## src/rtl/cdc_pkg.sv

```systemverilog
// Shared types and default constants for the 4-phase CDC handshake blocks.
// Used by the transmitter here and by the matching receiver.
package cdc_pkg;

  localparam int DEFAULT_DATA_W      = 8;
  localparam int DEFAULT_SYNC_STAGES = 2;
  localparam int DEFAULT_TIMEOUT     = 1023;

  typedef enum logic [1:0] {
    IDLE,
    SETUP,
    WAIT_ACK,
    WAIT_NACK
  } tx_state_t;

endpackage

```

## src/rtl/sync_nff.sv

```systemverilog
// N-flop single-bit synchronizer with asynchronous active-low reset to 0.
// Generic so the receiver side can reuse it for the request line.
module sync_nff #(
  parameter int STAGES = 2
) (
  input  logic clock_i,
  input  logic reset_i,
  input  logic d,
  output logic q
);

  logic [STAGES-1:0] chain;

  // NOTE: non-blocking assignments let every stage sample the previous stage's old value.
  always_ff @(posedge clock_i or negedge reset_i) begin
    if (!reset_i) begin
      chain <= '0;
    end else begin
      chain <= {chain[STAGES-2:0], d};
    end
  end

  assign q = chain[STAGES-1];

endmodule

```

## src/rtl/cdc_handshake_tx.sv

```systemverilog
// Source side of a 4-phase req/ack CDC handshake: registers the payload, raises
// the request one cycle later, and waits for the synchronized acknowledge to rise and fall.
module cdc_handshake_tx
  import cdc_pkg::*;
#(
  parameter int DATA_W      = DEFAULT_DATA_W,
  parameter int SYNC_STAGES = DEFAULT_SYNC_STAGES,
  parameter int TIMEOUT     = DEFAULT_TIMEOUT
) (
  input  logic              clock_i,
  input  logic              reset_i,
  input  logic [DATA_W-1:0] data_i,
  input  logic              valid_i,
  output logic              ready_o,
  output logic [DATA_W-1:0] xfer_data_o,
  output logic              xfer_req_o,
  input  logic              xfer_ack_i,
  output logic              busy_o,
  output logic              timeout_o,
  input  logic              timeout_clr_i
);

  localparam int               CNT_W = $clog2(TIMEOUT + 1);
  localparam logic [CNT_W-1:0] CNT_MAX = CNT_W'(TIMEOUT);

  tx_state_t        state_q, state_d;
  logic             ack_s;
  logic             req_d;
  logic             load;
  logic             waiting;
  logic             timeout_set;
  logic [CNT_W-1:0] cnt_q, cnt_d;

  sync_nff #(
    .STAGES (SYNC_STAGES)
  ) u_ack_sync (
    .clock_i (clock_i),
    .reset_i (reset_i),
    .d       (xfer_ack_i),
    .q       (ack_s)
  );

  // A stale acknowledge from a previous handshake must drain before a new accept.
  assign ready_o = (state_q == IDLE) && !ack_s;
  assign busy_o  = (state_q != IDLE);
  assign waiting = (state_q == WAIT_ACK) || (state_q == WAIT_NACK);

  // NOTE: every always_comb output gets a default first so no path infers a latch.
  always_comb begin
    state_d = state_q;
    req_d   = xfer_req_o;
    load    = 1'b0;
    unique case (state_q)
      IDLE: begin
        if (valid_i && ready_o) begin
          load    = 1'b1;
          state_d = SETUP;
        end
      end
      SETUP: begin
        req_d   = 1'b1;
        state_d = WAIT_ACK;
      end
      WAIT_ACK: begin
        if (ack_s) begin
          req_d   = 1'b0;
          state_d = WAIT_NACK;
        end
      end
      WAIT_NACK: begin
        if (!ack_s) begin
          state_d = IDLE;
        end
      end
      default: begin
        req_d   = 1'b0;
        state_d = IDLE;
      end
    endcase
  end

  // The timeout only flags a slow receiver; the handshake itself is never abandoned.
  always_comb begin
    cnt_d = cnt_q;
    if (state_d != state_q) begin
      cnt_d = '0;
    end else if (waiting && (cnt_q != CNT_MAX)) begin
      cnt_d = cnt_q + CNT_W'(1);
    end
    timeout_set = waiting && (cnt_d == CNT_MAX);
  end

  always_ff @(posedge clock_i or negedge reset_i) begin
    if (!reset_i) begin
      state_q     <= IDLE;
      xfer_req_o  <= 1'b0;
      xfer_data_o <= '0;
      cnt_q       <= '0;
      timeout_o   <= 1'b0;
    end else begin
      state_q    <= state_d;
      xfer_req_o <= req_d;
      cnt_q      <= cnt_d;
      if (load) begin
        xfer_data_o <= data_i;
      end
      // Set has priority so a clear racing the timeout cannot hide it.
      if (timeout_set) begin
        timeout_o <= 1'b1;
      end else if (timeout_clr_i) begin
        timeout_o <= 1'b0;
      end
    end
  end

endmodule
```

## config.mk

```make
export PLATFORM = sky130hd
export DESIGN_NAME = cdc_handshake_tx
export DESIGN_NICKNAME = d
export VERILOG_FILES = /design/src/rtl/cdc_pkg.sv /design/src/rtl/sync_nff.sv /design/src/rtl/cdc_handshake_tx.sv
export SDC_FILE = /design/constraint.sdc
export NUM_CORES = 1
export LEC_CHECK = 0
export CORE_ASPECT_RATIO = 1.2
export CORE_MARGIN = 2
export CORE_UTILIZATION = 30
export DETAILED_ROUTE_END_ITERATION = 6
export PLACE_DENSITY = 0.62
export SYNTH_ARGS = -nofsm -noshare
export SYNTH_HDL_FRONTEND = slang
export SYNTH_SLANG_ARGS = --single-unit
export TNS_END_PERCENT = 100
```

## constraint.sdc

```tcl
create_clock -name clock_i -period 2.8 [get_ports clock_i]
set_input_delay 0.56 -clock clock_i [delete_from_list [all_inputs] [get_ports clock_i]]
set_output_delay 0.56 -clock clock_i [all_outputs]
set_load 0.02 [all_outputs]
```

==> summary.txt, run 1 <==
Outcome
  • Status: complete, no violations

STA
  • Fin. max-slew vios: 0
  • Final min period: 2.42 ns
  • Finish-stage setup viols: 0
  • Tcrit/Tclk final: a little under nine tenths
  • Worst Max-Slew Pin Slew: ~0.38 ns
  • Unrepaired setup endpoints after global routing: no
  • Final hold vios: 0
  • Slew margin rel.: 74.4%
  • Total negative slack: 0 ns
  • Setup Skew: 0.00141 ns
  • FMAX: 414 MHz

Yosys
  • Syn avg cell area: approximately 11 sq um
  • Ys Warns: 0
  • Cell count after synthesis: around 110
  • Yosys cell types: 33
  • Sequential area share after synthesis: between 50% and 60%
  • Syn Std Cell Area: 0.00114 sq mm
  • Mapped Nets: 120
  • Yosys reg bits: 24

GRT
  • Largest net degree at the start of global routing: 25
  • Initial antenna violation count: 0
  • GRT Total Usage: about an eighth
  • First-pass GRT wire length: ~4 mm
  • GRT overflow: 0
  • Vias in the first global route: 970

Routing
  • Drt via density: between 4 and 5
  • DRC Markers: 0
  • Starting DRT DRC Count: 11
  • Met2 Wirelength: roughly 1.3 mm
  • M1 wire length: ~930 microns
  • DR WL met3: slightly below 70 microns
  • DRT antenna net count: 0
  • Top Layer Used: met4
  • DR WL/cell: 12.4 microns
  • DRT Wirelength: approximately 2.3 mm
  • Drt pass-1 iters: 4
  • Via count: 869

Job
  • Maxcap violations: 0

Power
  • PwrDens: between 700 and 800 mW/mm^2
  • Leak pwr: 0.588 nW
  • Design Power: 1.18 mW
  • VDD IR-drop max: 0.000401 V

Clock tree
  • CTS Buf Count: 3
  • Postcts setup bufs: 0
  • CTS H-Tree Depth: 1
  • CTS Buffer Depth: 2
  • Post-CTS Resized: 0
  • Root Buffer: clkbuf_8
  • Clock latency on the worst-skew pair: approximately 0.26 ns
  • Reg clk slew, reported paths: roughly 0.070 ns
  • CTS tree: yes
  • Clk sinks: 24
  • Cts hold-fix bufs: 0

Floorplanning
  • Die ar.: between 0.004 and 0.005 sq mm
  • Die Ht: just over 70 microns
  • IO Pins: 25
  • Number of core rows: 24
  • Die W: roughly 60 microns
  • Core Area: between 0.003 and 0.004 sq mm
  • Initial Util: between 30% and 40%

Critical path
  • Worst Path Max Fanout: 10
  • Req. time, crit path: about 2.2 ns
  • Crit end category: output pin
  • Critical path launch point type: register
  • Worst Path Arrival: around 1.9 ns
  • CP Class: register to output pin

Placement
  • IO Port Bufs: 24
  • Placed Cells: 182
  • HPWL Detailed: around 1.8 mm
  • GP Congestion: approximately 0.83

Cells and area
  • Diode count: 0
  • # nets final: about 150
  • Finished Layout Cells: between 150 and 200
  • Area Overhead vs Synth: 30.7%
  • Share of layout cells above drive strength 1: about 17%
  • Layout fillers: 365
  • Most frequent cells in the layout: dfrtp_1 (24), clkdlybuf4s50_1 (24), nor2_1 (16)

Hold path
  • HP Class: register to register
[final cells by class]
class	instances	area [sq um]	area share (%)
clock buffers	3	41.3	2.78
repair buffers	26	255	17.2
well taps	52	65.1	4.37
flip-flops and latches	24	601	40.4
inverters	5	18.8	1.26
multi-input cells	75	507	34.1
[metrics by stage]
stage	utilization [%]	hold WS, ns	setup WS (ns)	instance area, sq um
detailed placement	39.8	0.341	0.569	1450
global placement	39.8	0.337	0.627	1450
floorplan	-	0.264	0.788	1140
global route	40.9	0.363	0.301	1490
CTS	40.9	0.360	0.372	1490
finish	40.9	0.353	0.382	1490
[per-layer routing]
metal	GRT usage [%]	vias up
met1	13.6	416
met5	0	-
met2	22.3	21
met4	4.44	0
met3	1.81	2
li1	-	430
[cell families after synthesis]
family,count (synthesis),synth area share (%)
flip-flops,24,52.7
AO/OA/AOI/OAI,18,10.8
XOR/XNOR,2,1.54
multiplexers,11,10.7
adder cells (fa/ha/maj),1,1.10
AND/OR/NAND/NOR,43,20.4
buffers and inverters,7,2.75
[critical path, cell delays in order (launching register included)]
cell and delay, ns:
dfrtp_1 0.52, or2_2 0.36, nor2_1 0.11, clkdlybuf4s50_1 0.61
[registers in the layout (all words and copies together), names as in the netlist]
name / cells
u_ack_sync.chain: 2
timeout_o: 1
cnt_q: 10
xfer_req_o: 1
xfer_data_o: 8
state_q: 2
[power breakdown]
group / switching [mW] / internal (mW) / leakage, nW
registers: 0.0830 / 0.437 / 0.307
clock network: 0.0954 / 0.0958 / 0.0216
logic: 0.223 / 0.248 / 0.259
[path summary, 6_finish.rpt]
check                               startpoint                  end  slack [ns]  cells past startpoint
max                                 state_q[1]              ready_o        0.38                      3
max reg2reg                           cnt_q[0]            timeout_o        0.64                      7
min                        u_ack_sync.chain[0]  u_ack_sync.chain[1]        0.35                      0
min reg2reg                u_ack_sync.chain[0]  u_ack_sync.chain[1]        0.35                      0
max in group asynchronous              reset_i             cnt_q[5]        1.91                      2
min in group asynchronous              reset_i       xfer_data_o[7]        0.66                      2
[Yosys cell counts]
cell,instances,area (sq um)
nand4_1,1,6.26
a21oi_1,7,35.0
a21o_1,1,7.51
or4b_1,1,10.0
nor3b_1,1,7.51
nand2_4,1,11.3
nor3_1,4,20.0
a211oi_1,2,15.0
nand2_1,7,26.3
mux2i_1,2,20.0
o221ai_2,1,15.0
xnor2_1,1,8.76
nand3_1,4,20.0
nand4_2,2,25.0
nand2b_1,1,6.26
xor2_1,1,8.76
nand3_2,1,10.0
ha_1,1,12.5
mux2_2,9,101
buf_4,1,7.51
or2_2,1,6.26
dfrtp_1,24,601
nor4_1,1,6.26
and2_1,1,6.26
inv_1,5,18.8
o21ai_0,3,15.0
o22ai_2,1,12.5
a31oi_1,1,6.26
o32ai_1,1,8.76
buf_2,1,5.00
or3_4,1,11.3
o211ai_1,1,7.51
nor2_1,16,60.1
(Power assumes the default switching activity.)
==> inputs of run 2 (changes only) <==
--- a/config.mk
+++ b/config.mk
@@ -7,9 +7,9 @@
 export LEC_CHECK = 0
 export CORE_ASPECT_RATIO = 1.2
 export CORE_MARGIN = 2
-export CORE_UTILIZATION = 30
+export CORE_UTILIZATION = 49
 export DETAILED_ROUTE_END_ITERATION = 6
-export PLACE_DENSITY = 0.62
+export PLACE_DENSITY = 0.88
 export SYNTH_ARGS = -nofsm -noshare
 export SYNTH_HDL_FRONTEND = slang
 export SYNTH_SLANG_ARGS = --single-unit
==> run 2 against run 1 <==
Effect of this change: clock skew barely moved; cell count decreased by 12%; utilization up 23 points; largest power group unchanged.
==> summary.txt, run 2 (synthesis gave the netlist of run 1 again) <==
Cells and area
  • Reg with most FFs: cnt_q
  • Most frequent cells in the layout: dfrtp_1 (24), clkdlybuf4s50_1 (24), nor2_1 (16)
  • Flip-flop count of the largest register after layout: 10
  • Regs by FF count: cnt_q: 10 flops, xfer_data_o: 8 flops
  • # nets final: approximately 150
  • Share of layout cells above drive strength 1: between 10% and 20%
  • Area Overhead vs Synth: 26.0%
  • Diode count: 0

GRT
  • Largest net degree at the start of global routing: 25
  • Initial antenna violation count: 0
  • GRT Total Usage: between 20% and 30%
  • First-pass GRT wire length: just over 4 mm
  • GRT overflow: 0
  • Vias in the first global route: just under 1,000

Critical path
  • Worst reg2reg path startpoint: cnt_q[0]
  • CP startpoint: state_q[1]
  • Req. time, crit path: ~2.2 ns
  • Worst Path Max Fanout: 10
  • FF-to-FF End: timeout_o
  • Worst path slowest cell: clkdlybuf4s50_1
  • Bufs and invs on worst path: 1
  • Worst Path Arrival: around 2.0 ns
  • CP delay by family, top: buffers and inverters
  • CP Class: register to output pin
  • Reg2reg path depth: 7
  • Critical path launch point type: register
  • Crit-path cells: or2_2, nor2_1, clkdlybuf4s50_1
  • R2R setup slack: between 0.6 and 0.7 ns
  • Crit end category: output pin
  • Slowest Stage Delay on Critical Path: between 0.6 and 0.7 ns

Routing
  • DRT antenna net count: 0
  • Starting DRT DRC Count: 28
  • DRT Wirelength: 2.40 mm
  • Via count: 911
  • Drt pass-1 iters: 4
  • Drt via density: about 5.6
  • DRC Markers: 0
  • DR WL/cell: 14.7 microns

Placement
  • GP Congestion: 0.879
  • HPWL Detailed: approximately 1.9 mm
  • IO Port Bufs: 24

Floorplanning
  • Die W: approximately 48 microns
  • Number of core rows: 19
  • Initial Util: between 50 and 60%
  • IO Pins: 25
  • Die ar.: approximately 0.0027 sq mm
  • Core Area: around 0.0023 sq mm
  • Die Ht: around 57 microns

STA
  • FMAX: about 400 MHz
  • Unrepaired setup endpoints after global routing: no
  • Final hold vios: 0
  • Setup Skew: between 0.0015 and 0.002 ns
  • Slew margin rel.: between 60 and 70%
  • Worst hold slack: ~0.37 ns
  • Worst Max-Slew Pin Slew: 0.505 ns
  • Total negative slack: 0 ns
  • Final min period: 2.51 ns
  • Fin. max-slew vios: 0
  • Finish-stage setup viols: 0
  • Tcrit/Tclk final: 89.7%

Clock tree
  • Post-CTS Resized: 0
  • Cts hold-fix bufs: 0
  • Reg clk slew, reported paths: between 0.1 and 0.15 ns
  • CTS H-Tree Depth: 1
  • Postcts setup bufs: 0
  • Clock latency on the worst-skew pair: between 0.3 and 0.4 ns
  • Clk sinks: 24
  • CTS tree: yes
  • CTS Buffer Depth: 2
  • CTS Buf Count: 3
  • Root Buffer: clkbuf_4

Outcome
  • Status: complete, no violations

Hold path
  • WHS Path Cells: 0
  • Hold_sp: u_ack_sync.chain[0]
  • Worst Hold Endpoint: u_ack_sync.chain[1]
  • HP Class: register to register

Power
  • PwrDens: between 700 and 800 mW/mm^2
  • Clk pwr share: 12.9%
  • Sequential Power Share: 45.7%
  • Switching Share: ~36%
  • Leak pwr: 0.575 nW
  • Logic pwr share: about two fifths
  • VDD IR-drop max: ~0.00059 V
  • Switching Power: about 0.41 mW
  • Cell Int Power: approximately 0.73 mW

Job
  • Maxcap violations: 0
## run 2: cell count changes in the layout (fill, tap and decap cells not counted)
cell,before,now
clkbuf_4,0,3
clkbuf_8,3,0
buf_4,2,1
## run 2: cell type report
class                           instances  area [sq um]
Clock buffer                            3          22.5
Fill cell                             187           823
Inverter                                5          18.8
Multi-Input combinational cell         75           507
Sequential cell                        24           601
Tap cell                               31          38.8
Timing Repair Buffer                   25           248
## run 2: metrics by stage
step	std cells	cell area [sq um]	util (%)	worst slack [ns]	power, mW
detailed placement	160	1410	62.5	0.401	1.00
finish	163	1440	63.5	0.288	1.14
global route	163	1440	63.5	0.193	1.21
CTS	163	1440	63.5	0.294	1.15
floorplan	106	1140	-	0.788	0.787
global placement	160	1410	62.5	0.520	0.976
## run 2: worst max path at each step
stage | slack (ns) | cells past startpoint | endpoint
floorplan | 0.79 | 6 | xfer_data_o[0]
global placement | 0.52 | 6 | timeout_o
detailed placement | 0.40 | 6 | timeout_o
CTS | 0.29 | 3 | ready_o
global route | 0.19 | 3 | ready_o
finish | 0.29 | 3 | ready_o
## run 2: layer usage
metal	routed length (microns)	vias to the layer above	GRT usage (%)
met5	0	-	0
met4	32	0	10.8
met3	146	4	3.86
met2	1320	36	35.6
met1	903	440	24.6
li1	-	431	-
## run 2: power by group through the flow
stage	clock, mW	combinational, mW	sequential (mW)
final	0.147	0.472	0.521
after global routing	0.163	0.512	0.537
after CTS	0.148	0.477	0.522
after detailed placement	0	0.474	0.529
after global placement	0	0.456	0.520
after floorplan	0	0.211	0.576
==> inputs of run 3 (changes only) <==
--- a/config.mk
+++ b/config.mk
@@ -7,9 +7,9 @@
 export LEC_CHECK = 0
 export CORE_ASPECT_RATIO = 1.2
 export CORE_MARGIN = 2
-export CORE_UTILIZATION = 49
+export CORE_UTILIZATION = 45
 export DETAILED_ROUTE_END_ITERATION = 6
-export PLACE_DENSITY = 0.88
+export PLACE_DENSITY = 0.82
 export SYNTH_ARGS = -nofsm -noshare
 export SYNTH_HDL_FRONTEND = slang
 export SYNTH_SLANG_ARGS = --single-unit
==> constraint.sdc (replaced) <==
create_clock -name clock_i -period 2.8 [get_ports clock_i]
set_input_delay 0.28 -clock clock_i [delete_from_list [all_inputs] [get_ports clock_i]]
set_output_delay 0.28 -clock clock_i [all_outputs]
set_load 0.02 [all_outputs]
==> run 3 against run 2 <==
Effect of this change: clock skew up 0.0022 ns; via count decreased by 0.66%; first-iteration DRC count down 57%; register-to-register slack gained 0.05 ns; utilization fell by 2.6 points; clock-buffer cell count is the same; cell area unchanged; sequential share of layout area is the same; sequential cell count is the same; power fell by 1.0%; hold slack lost 0.072 ns; maximum frequency rose by 12%.
==> summary.txt, run 3 (synthesis gave the netlist of run 1 again) <==
Job
  • Maxcap violations: 0

Clock tree
  • Reg clk slew, reported paths: ~0.12 ns
  • CTS Buf Count: 3
  • CTS Buffer Depth: 2
  • Post-CTS Resized: 0
  • Root Buffer: clkbuf_4
  • CTS H-Tree Depth: 1
  • Postcts setup bufs: 0
  • Clock latency on the worst-skew pair: just over 0.3 ns
  • Cts hold-fix bufs: 0
  • CTS tree: yes
  • Clk sinks: 24

STA
  • Unrepaired setup endpoints after global routing: no
  • Total negative slack: 0 ns
  • Fin. max-slew vios: 0
  • Setup Skew: 0.00400 ns
  • Finish-stage setup viols: 0
  • Final hold vios: 0
  • Tcrit/Tclk final: 79.8%
  • FMAX: about 450 MHz
  • Worst Max-Slew Pin Slew: between 0.4 and 0.5 ns
  • Slew margin rel.: 66.9%
  • Final min period: 2.23 ns

Placement
  • IO Port Bufs: 24
  • Placed Cells: 160
  • HPWL Detailed: roughly 1.7 mm
  • GP Congestion: about 0.91

Critical path
  • Worst path slowest cell: clkdlybuf4s50_1
  • Worst Path Arrival: 1.95 ns
  • Crit-path cells: or2_2, nor2_1, clkdlybuf4s50_1
  • Critical path launch point type: register
  • Req. time, crit path: between 2 and 3 ns
  • CP Class: register to output pin
  • Worst Path Max Fanout: 10
  • Crit end category: output pin
  • Slowest Stage Delay on Critical Path: approximately 0.62 ns

Routing
  • DRC Markers: 0
  • DRT antenna net count: 0
  • DRT Wirelength: 2.22 mm
  • Starting DRT DRC Count: 12
  • Met2 Wirelength: 1.11 mm
  • Top Layer Used: met4
  • M1 wire length: between 800 and 900 microns
  • Drt pass-1 iters: 4
  • DR WL met3: roughly 160 microns
  • Drt via density: ~5.6
  • Via count: 905
  • DR WL/cell: approximately 14 microns

Power
  • VDD IR-drop max: 0.000567 V
  • Leak pwr: 0.575 nW
  • Design Power: about 1.1 mW
  • PwrDens: approximately 790 mW/mm^2

GRT
  • GRT Total Usage: between 10% and 20%
  • First-pass GRT wire length: around 4 mm
  • Initial antenna violation count: 0
  • Vias in the first global route: around 960
  • Largest net degree at the start of global routing: 25
  • GRT overflow: 0

Cells and area
  • Area of the multi-input gates: 507 sq um
  • Diode count: 0
  • Flip-flop count of the largest register after layout: 10
  • Share of layout cells above drive strength 1: roughly 16%
  • Layout fillers: slightly below 200
  • Most frequent cells in the layout: dfrtp_1 (24), clkdlybuf4s50_1 (24), nor2_1 (16)
  • Reg with most FFs: cnt_q
  • Finished Layout Cells: 163
  • # nets final: between 100 and 150
  • Regs by FF count: cnt_q: 10 flops, xfer_data_o: 8 flops
  • FF/Latch Area: around 600 sq um
  • Area Overhead vs Synth: 26.0%

Outcome
  • Status: complete, no violations

Floorplanning
  • Die ar.: 0.00295 sq mm
  • Number of core rows: 19
  • Initial Util: between 40% and 50%
  • Die Ht: just under 60 microns
  • Core Area: ~0.0024 sq mm
  • IO Pins: 25
  • Die W: between 40 and 50 microns

Hold path
  • HP Class: input port to asynchronous set/reset pin
-- run 3: layout make-up --
cell class	instances	area share, %
multi-input cells	75	35.3
well taps	31	2.70
clock buffers	3	1.57
flip-flops and latches	24	41.8
repair buffers	25	17.3
inverters	5	1.31
-- run 3: path summary, 6_finish.rpt --
path / start / endpoint / slack (ns) / cells after the start
max reg2reg: cnt_q[0] / timeout_o / 0.72 / 7
min reg2reg: u_ack_sync.chain[0] / u_ack_sync.chain[1] / 0.38 / 0
max: state_q[1] / ready_o / 0.57 / 3
min: reset_i / cnt_q[5] / 0.30 / 2
max in group asynchronous: reset_i / xfer_data_o[1] / 2.26 / 2
min in group clock_i: u_ack_sync.chain[0] / u_ack_sync.chain[1] / 0.38 / 0
-- run 3: layer usage --
layer	up-vias	global-route usage, %
met4	0	10.7
li1	429	-
met2	32	32.8
met3	4	5.81
met5	-	0
met1	440	20.3
-- run 3: where the power goes --
| group | total, mW | internal, mW | leakage (nW) | switching, mW |
|---|---|---|---|---|
| registers | 0.518 | 0.436 | 0.307 | 0.0815 |
| logic | 0.465 | 0.240 | 0.254 | 0.225 |
| clock network | 0.146 | 0.0504 | 0.0138 | 0.0956 |
| total | 1.13 | 0.726 | 0.575 | 0.402 |
-- run 3: critical path: cells and delay by family (launching register included) --
| kind | cells | cell delay [ns] |
|---|---|---|
| buffers and inverters | 1 | 0.62 |
| flip-flops | 1 | 0.54 |
| AND/OR/NAND/NOR | 2 | 0.48 |
-- run 3: stage by stage --
| stage | util, % | cell area [sq um] | setup WS, ns | hold WS, ns |
|---|---|---|---|---|
| finish | 61.0 | 1440 | 0.566 | 0.302 |
| global route | 61.0 | 1440 | 0.441 | 0.315 |
| CTS | 61.0 | 1440 | 0.549 | 0.317 |
| detailed placement | 60.0 | 1410 | 0.656 | 0.356 |
| global placement | 60.0 | 1410 | 0.783 | 0.335 |
| floorplan | - | 1140 | 0.788 | -0.0156 |
